<file path="config.mk">
export PLATFORM = sky130hd
export DESIGN_NAME = pipe_skid_reg_flat
export DESIGN_NICKNAME = d
export VERILOG_FILES = /design/src/rtl/pipe_skid_reg_if.sv /design/src/rtl/pipe_skid_reg.sv /design/src/flat_wrapper.sv
export SDC_FILE = /design/constraint.sdc
export NUM_CORES = 1
export LEC_CHECK = 0
export CORE_MARGIN = 4
export CORE_UTILIZATION = 40
export DETAILED_ROUTE_END_ITERATION = 6
export PLACE_DENSITY = 0.77
export SLEW_MARGIN = 20
export SYNTH_ARGS = -nofsm -noshare
export SYNTH_HDL_FRONTEND = slang
export SYNTH_SLANG_ARGS = --single-unit
</file>
<file path="constraint.sdc">
create_clock -name clk -period 1.6 [get_ports clk]
set_input_delay 0.32 -clock clk [delete_from_list [all_inputs] [get_ports clk]]
set_output_delay 0.32 -clock clk [all_outputs]
set_load 0.02 [all_outputs]
</file>
<file path="src/rtl/pipe_skid_reg_if.sv">
// Handshake bundle for pipe_skid_reg: upstream (s_*), downstream (m_*), occupancy.
// flush is only present when PIPE_SKID_FLUSH_EN is defined.
interface pipe_skid_reg_if #(
  parameter int unsigned WIDTH = 8
);
  logic             s_valid;
  logic [WIDTH-1:0] s_data;
  logic             s_ready;
  logic             m_valid;
  logic [WIDTH-1:0] m_data;
  logic             m_ready;
  logic [1:0]       count;
`ifdef PIPE_SKID_FLUSH_EN
  logic             flush;
`endif

  // slave: the skid register itself
  modport slave (
    input  s_valid, s_data, m_ready,
`ifdef PIPE_SKID_FLUSH_EN
    input  flush,
`endif
    output s_ready, m_valid, m_data, count
  );

  // master: the environment driving/consuming the block
  modport master (
    output s_valid, s_data, m_ready,
`ifdef PIPE_SKID_FLUSH_EN
    output flush,
`endif
    input  s_ready, m_valid, m_data, count
  );
endinterface

</file>
<file path="src/rtl/pipe_skid_reg.sv">
// Two-entry skid register: main register drives m_data, skid catches one extra word.
// Optional PIPE_SKID_FLUSH_EN adds a flush input that empties the block.
module pipe_skid_reg #(
  parameter int unsigned WIDTH = 8
) (
  input  logic            clk,
  input  logic            rst,
  pipe_skid_reg_if.slave  bus
);

  typedef enum logic [1:0] {
    EMPTY = 2'd0,
    BUSY  = 2'd1,
    FULL  = 2'd2
  } state_t;

  state_t           state, state_nx;
  logic [WIDTH-1:0] main_q, main_nx;
  logic [WIDTH-1:0] skid_q, skid_nx;
  logic             accept, deliver, flush_i;

`ifdef PIPE_SKID_FLUSH_EN
  assign flush_i = bus.flush;
`else
  assign flush_i = 1'b0;
`endif

  // Handshakes qualified by state only, so no input reaches an output combinationally.
  assign accept  = bus.s_valid && (state != FULL);
  assign deliver = bus.m_ready && (state != EMPTY);

  always_comb begin
    state_nx = state;
    main_nx  = main_q;
    skid_nx  = skid_q;
    if (flush_i) begin
      state_nx = EMPTY;
    end else begin
      case (state)
        EMPTY: begin
          if (accept) begin
            state_nx = BUSY;
            main_nx  = bus.s_data;
          end
        end
        BUSY: begin
          if (accept && deliver) begin
            main_nx = bus.s_data;
          end else if (accept) begin
            state_nx = FULL;
            skid_nx  = bus.s_data;
          end else if (deliver) begin
            state_nx = EMPTY;
          end
        end
        FULL: begin
          if (deliver) begin
            state_nx = BUSY;
            main_nx  = skid_q;
          end
        end
        default: state_nx = EMPTY;
      endcase
    end
  end

  always_ff @(posedge clk) begin
    if (!rst) begin
      state  <= EMPTY;
      main_q <= '0;
      skid_q <= '0;
    end else begin
      state  <= state_nx;
      main_q <= main_nx;
      skid_q <= skid_nx;
    end
  end

  always_comb begin
    bus.s_ready = (state != FULL);
    bus.m_valid = (state != EMPTY);
    bus.m_data  = main_q;
    case (state)
      BUSY:    bus.count = 2'd1;
      FULL:    bus.count = 2'd2;
      default: bus.count = 2'd0;
    endcase
  end

endmodule
</file>
<file path="src/flat_wrapper.sv">
// flat-port wrapper written by rule: the top's interface ports become plain ports
module pipe_skid_reg_flat 
#(
  parameter int unsigned WIDTH = 8
)
  (clk, rst, bus_s_valid, bus_s_data, bus_m_ready, bus_s_ready, bus_m_valid, bus_m_data, bus_count);
  pipe_skid_reg_if #(.WIDTH(WIDTH)) bus_i ();
  input  logic clk;
  input  logic rst;
  input wire logic [$bits(bus_i.s_valid)-1:0] bus_s_valid;
  input wire logic [$bits(bus_i.s_data)-1:0] bus_s_data;
  input wire logic [$bits(bus_i.m_ready)-1:0] bus_m_ready;
  output wire logic [$bits(bus_i.s_ready)-1:0] bus_s_ready;
  output wire logic [$bits(bus_i.m_valid)-1:0] bus_m_valid;
  output wire logic [$bits(bus_i.m_data)-1:0] bus_m_data;
  output wire logic [$bits(bus_i.count)-1:0] bus_count;
  assign bus_i.s_valid = bus_s_valid;
  assign bus_i.s_data = bus_s_data;
  assign bus_i.m_ready = bus_m_ready;
  assign bus_s_ready = bus_i.s_ready;
  assign bus_m_valid = bus_i.m_valid;
  assign bus_m_data = bus_i.m_data;
  assign bus_count = bus_i.count;
  pipe_skid_reg #(.WIDTH(WIDTH)) u_core (.clk(clk), .rst(rst), .bus(bus_i));
endmodule
</file>
Word-level counts from Yosys, hierarchy flattened
Index checks and enable logic that the tools add are counted.
{ "word_totals": {"in_bits": 12, "out_inout_bits": 12, "ff_bits": 18, "elab_cells": 32} }
{ "classes": {"muxes": 11, "eq_ne": 8, "bitwise": 1, "n_reduce_logical": 9} }
{ "ops": {"columns": ["cell", "count"], "rows": [
  ["$mux W8", 3],
  ["$pmux W8 S3", 1],
  ["$mux W2", 5],
  ["$reduce_and A4 Y1", 2],
  ["$ne A2 B1 Y1 const B", 3],
  ["$pmux W2 S3", 1],
  ["$ne A2 B2 Y1 const B", 2],
  ["$pmux W2 S2", 1],
  ["$logic_and A1 B1 Y1", 3],
  ["$ne A3 B1 Y1 const B", 1],
  ["$reduce_and A3 Y1", 1],
  ["$reduce_bool A3 Y1", 1],
  ["$eq A2 B1 Y1 const B", 1],
  ["$eq A2 B2 Y1 const B", 1],
  ["$logic_not A2 Y1", 1],
  ["$reduce_bool A2 Y1", 1],
  ["$not A1 Y1", 1]
]} }

Logic depth before layout (Yosys ltp)
{ "depth": {"word_depth": 6, "ltp_mapped": 4, "depth_no_buf": 3} }

Least setup slack after synthesis
OpenSTA, ideal clock, no wires.
{ "synth_path": {"kind": "reg-to-output", "startpoint": "register u_core.state[1]", "endpoint": "output port bus_count[1]", "path_stages_with_launch": 4, "path_buffers": 1, "slack_ps": 266, "required_time_ps": 1280, "arrival_time_ps": 1014, "path_cell_list": "dfxtp_1 > or2b_1 > buf_4 > inv_1"} }
{ "synth_via": {"elab_chain_cells": 2, "elab_cells_between_ends": 3, "cone_classes": "eq/ne: 2; mux: 1"} }
{ "synth_lines": {"columns": ["element", "line", "source"], "rows": [
  ["from (decl)", "pipe_skid_reg.sv:17", "state_t state, state_nx;"],
  ["from (signal assigned)", "pipe_skid_reg.sv:73", "state <= state_nx;"],
  ["$eq A2 B2 Y1 or $eq A2 B1 Y1 (tied branches)", "pipe_skid_reg.sv:83", "case (state)"],
  ["$pmux W2 S2 *", "pipe_skid_reg.sv:83", null],
  ["to (decl)", "flat_wrapper.sv:16", "output wire logic [$bits(bus_i.count)-1:0] bus_count;"]
]} }
Every way passes the cells marked *; elsewhere a longest branch is shown, timed or not.

Final worst setup path
{ "layout_path": {"startpoint": "register u_core.state[1]", "endpoint": "output port bus_s_ready"} }
{ "layout_via": {"elab_chain_cells": 1} }
{ "layout_lines": {"columns": ["element", "line", "source"], "rows": [
  ["$ne A2 B2 Y1", "pipe_skid_reg.sv:80", "bus.s_ready = (state != FULL);"],
  ["to (decl)", "flat_wrapper.sv:13", "output wire logic [$bits(bus_i.s_ready)-1:0] bus_s_ready;"]
]} }
Every way passes these cells.

==> results.py <==
metrics = {
    "finish": {
        "layout_commonest_cell": "dfxtp_1",
        "diodes": 0,
        "layout_common_cells": "dfxtp_1 (18), a211oi_1 (17), mux2i_1 (16), clkdlybuf4s50_1 (11), nor2_1 (9)",
        "area_delta_synth_final_pct": 42.4,
        "drive_above_1_share_pct": 20.0,
        "fin_nets": 123,
    },
    "place": {
        "gp_congestion": 0.766,
        "dp_slack_ns": -0.120,
        "portBuffers": 23,
    },
    "sta": {
        "slew_viol_final": 0,
        "timing.slew.headroom_pct": 78.9,
        "period_share_pct": 95.3,
        "post-route-min-period_ns": 1.52,
        "fmax_ghz": 0.656,
        "finalHoldViolCount": 0,
        "fin_ws_ns": 0.0759,
        "rsz0062_at_grt": "no",
        "tightestPinTransition_ns": 0.317,
        "tns_ns": 0,
        "clock_skew_ns": 0.00186,
        "setup_viol": 0,
    },
    "power_and_ir_drop": {
        "power_density_nw_per_um2": 845,
        "clock_power_share_pct": 26.9,
        "switchingPower_mw": 0.259,
        "p_leak_nw": 0.609,
        "combPwrFrac_pct": 23.7,
        "ir_worst_vdd_uv": 406,
        "p_int_mw": 0.735,
        "p_sw_share_pct": 26.1,
        "seq_power_share_pct": 49.4,
    },
    "floorplan": {
        "core_sq_um": 1960,
        "core.rowCount": 16,
        "dieArea_sq_um": 2860,
        "die_h_um": 53.5,
        "die_width_um": 53.5,
        "pin_count": 24,
        "start_util_pct": 42.2,
    },
    "setup_path": {
        "crit_buf_inv": 1,
        "path_delay_family": "flip-flops",
        "end_kind": "primary output",
        "start_kind": "flop",
        "crit_path_top_delay_cell": "dfxtp_1",
        "path_class": "flop to primary output",
        "critPathRequiredTime_ns": 1.28,
        "cp.arrival_ns": 1.20,
        "critPathMaxFanout": 4,
        "crit_chain": "or2b_4, clkdlybuf4s15_1",
        "r2r_slack_ns": 0.19,
        "slowest_delay_ns": 0.35,
    },
    "clocking": {
        "cts_inserted_buffers": 3,
        "insertion_delay_ns": 0.28,
        "post_cts_buffers": 0,
        "clock-sinks": 18,
        "clk_pin_slew_ns": 0.10,
        "cts_tree": "done",
        "ctsRootBufferMaster": "clkbuf_4",
        "h-tree-depth": 1,
        "cts_buffer_depth": 2,
    },
    "drt": {
        "wirelength_um": 1840,
        "antenna_left": 0,
        "wl_per_cell_um": 13.4,
        "dr.pass1.iters": 3,
        "detail_route.iter0.violations": 5,
        "via_per_inst": 4.91,
        "drc_errors": 0,
        "vias": 672,
    },
    "yosys": {
        "syn_nets": 92,
        "yosysSeqAreaShare_pct": 43.6,
        "yosysTopAreaCellShare_pct": 43.6,
        "netlist-cell-type-count": 21,
        "yosysWarnings": 0,
        "ys_seq_elements": 18,
        "yosysTopAreaCell": "dfxtp_1",
        "synthTopCellsByArea": "dfxtp_1 (44%), mux2i_1 (19%), a211oi_1 (15%)",
        "syn_inst": 80,
        "synth_area_per_cell_sq_um": 10.3,
        "synth_area_sq_um": 827,
    },
    "flow_run": {
        "maxCapViolations": 0,
    },
    "grt": {
        "track_usage_pct": 15.3,
        "grt_overflow": 0,
        "grt_max_degree": 19,
        "grt_pass1_vias": 684,
        "antenna_found_initial": 0,
        "grt_pass1_wl_um": 3210,
    },
    "min_path": {
        "hold_path_class": "flop to flop",
    },
    "status": {
        "outcome": "complete, no violations",
    },
}
flip-flops by register name (all words and copies together), names as in the netlist:
signal / flops
u_core.skid_q: 8
u_core.state: 2
u_core.bus.m_data: 8
metal layers:
| layer | part of all wire [%] | GRT usage [%] | routed length, um | vias up |
|---|---|---|---|---|
| met4 | 1.2 | 3.83 | 22 | 0 |
| met5 | 0 | 0 | 0 | - |
| met2 | 47 | 25.7 | 862 | 13 |
| li1 | - | - | - | 353 |
| met3 | 3.3 | 2.54 | 60 | 2 |
| met1 | 49 | 20.0 | 896 | 304 |
cell type report:
class	instances	area, sq um
clock buffers	4	36.3
fillers	184	785
inverters	3	11.3
multi-input cells	54	428
flip-flops and latches	18	360
well taps	27	33.8
repair buffers	31	308
path summary, 6_finish.rpt:
path	startpoint	end	cells past startpoint
worst max-delay path	u_core.state[1]	bus_s_ready	2
worst min-delay path	u_core.skid_q[0]	u_core.skid_q[0]	2
worst max register to register	u_core.state[1]	u_core.bus.m_data[4]	4
worst min register to register	u_core.skid_q[0]	u_core.skid_q[0]	2
power groups by stage:
stage,clock network (mW),registers [mW],logic (mW)
floorplan,0,0.527,0.104
global placement,0,0.500,0.240
detailed placement,0,0.503,0.244
CTS,0.275,0.492,0.242
global route,0.306,0.495,0.257
finish,0.267,0.491,0.236
Yosys cell counts (all sizes together):
cell type	instances
nor2	9
a21o	2
inv	2
and3b	1
nand2	2
clkinv	1
or3b	1
a21oi	1
buf	3
mux2i	16
or2	1
or2b	1
a211oi	17
and4bb	1
mux2	1
nand3b	1
dfxtp	18
clkbuf	2
worst register-to-register path, cell delays in order (launching register included):
cell      delay (ns)
dfxtp_1         0.35
buf_4           0.15
mux2_4          0.36
a21o_4          0.26
a211oi_1        0.21
kinds of logic after synthesis:
logic type      Yosys count  synth area share, %
compound gates           20                 18.9
mux                      17                 21.2
buf+inv                   8                 5.14
simple gates             17                 11.2
flops                    18                 43.6
through the flow:
stage               cell area, sq um  instances  power [mW]  hold WS (ns)  util, %
finish                          1180        137       0.994         0.507     60.0
global route                    1180        137        1.06         0.557     60.0
CTS                             1160        137        1.01         0.506     59.2
detailed placement              1130        133       0.747         0.482     57.7
global placement                1130        133       0.740         0.473     57.7
floorplan                        827         80       0.630         0.398        -
what timing repair did:
item,4_1_cts,5_1_grt
endpoints found under the hold margin,0,0
resized for setup,9,13
hold buffers,0,0
setup endpoints to repair,4,11
No activity file was read; power rests on OpenSTA's default activity.
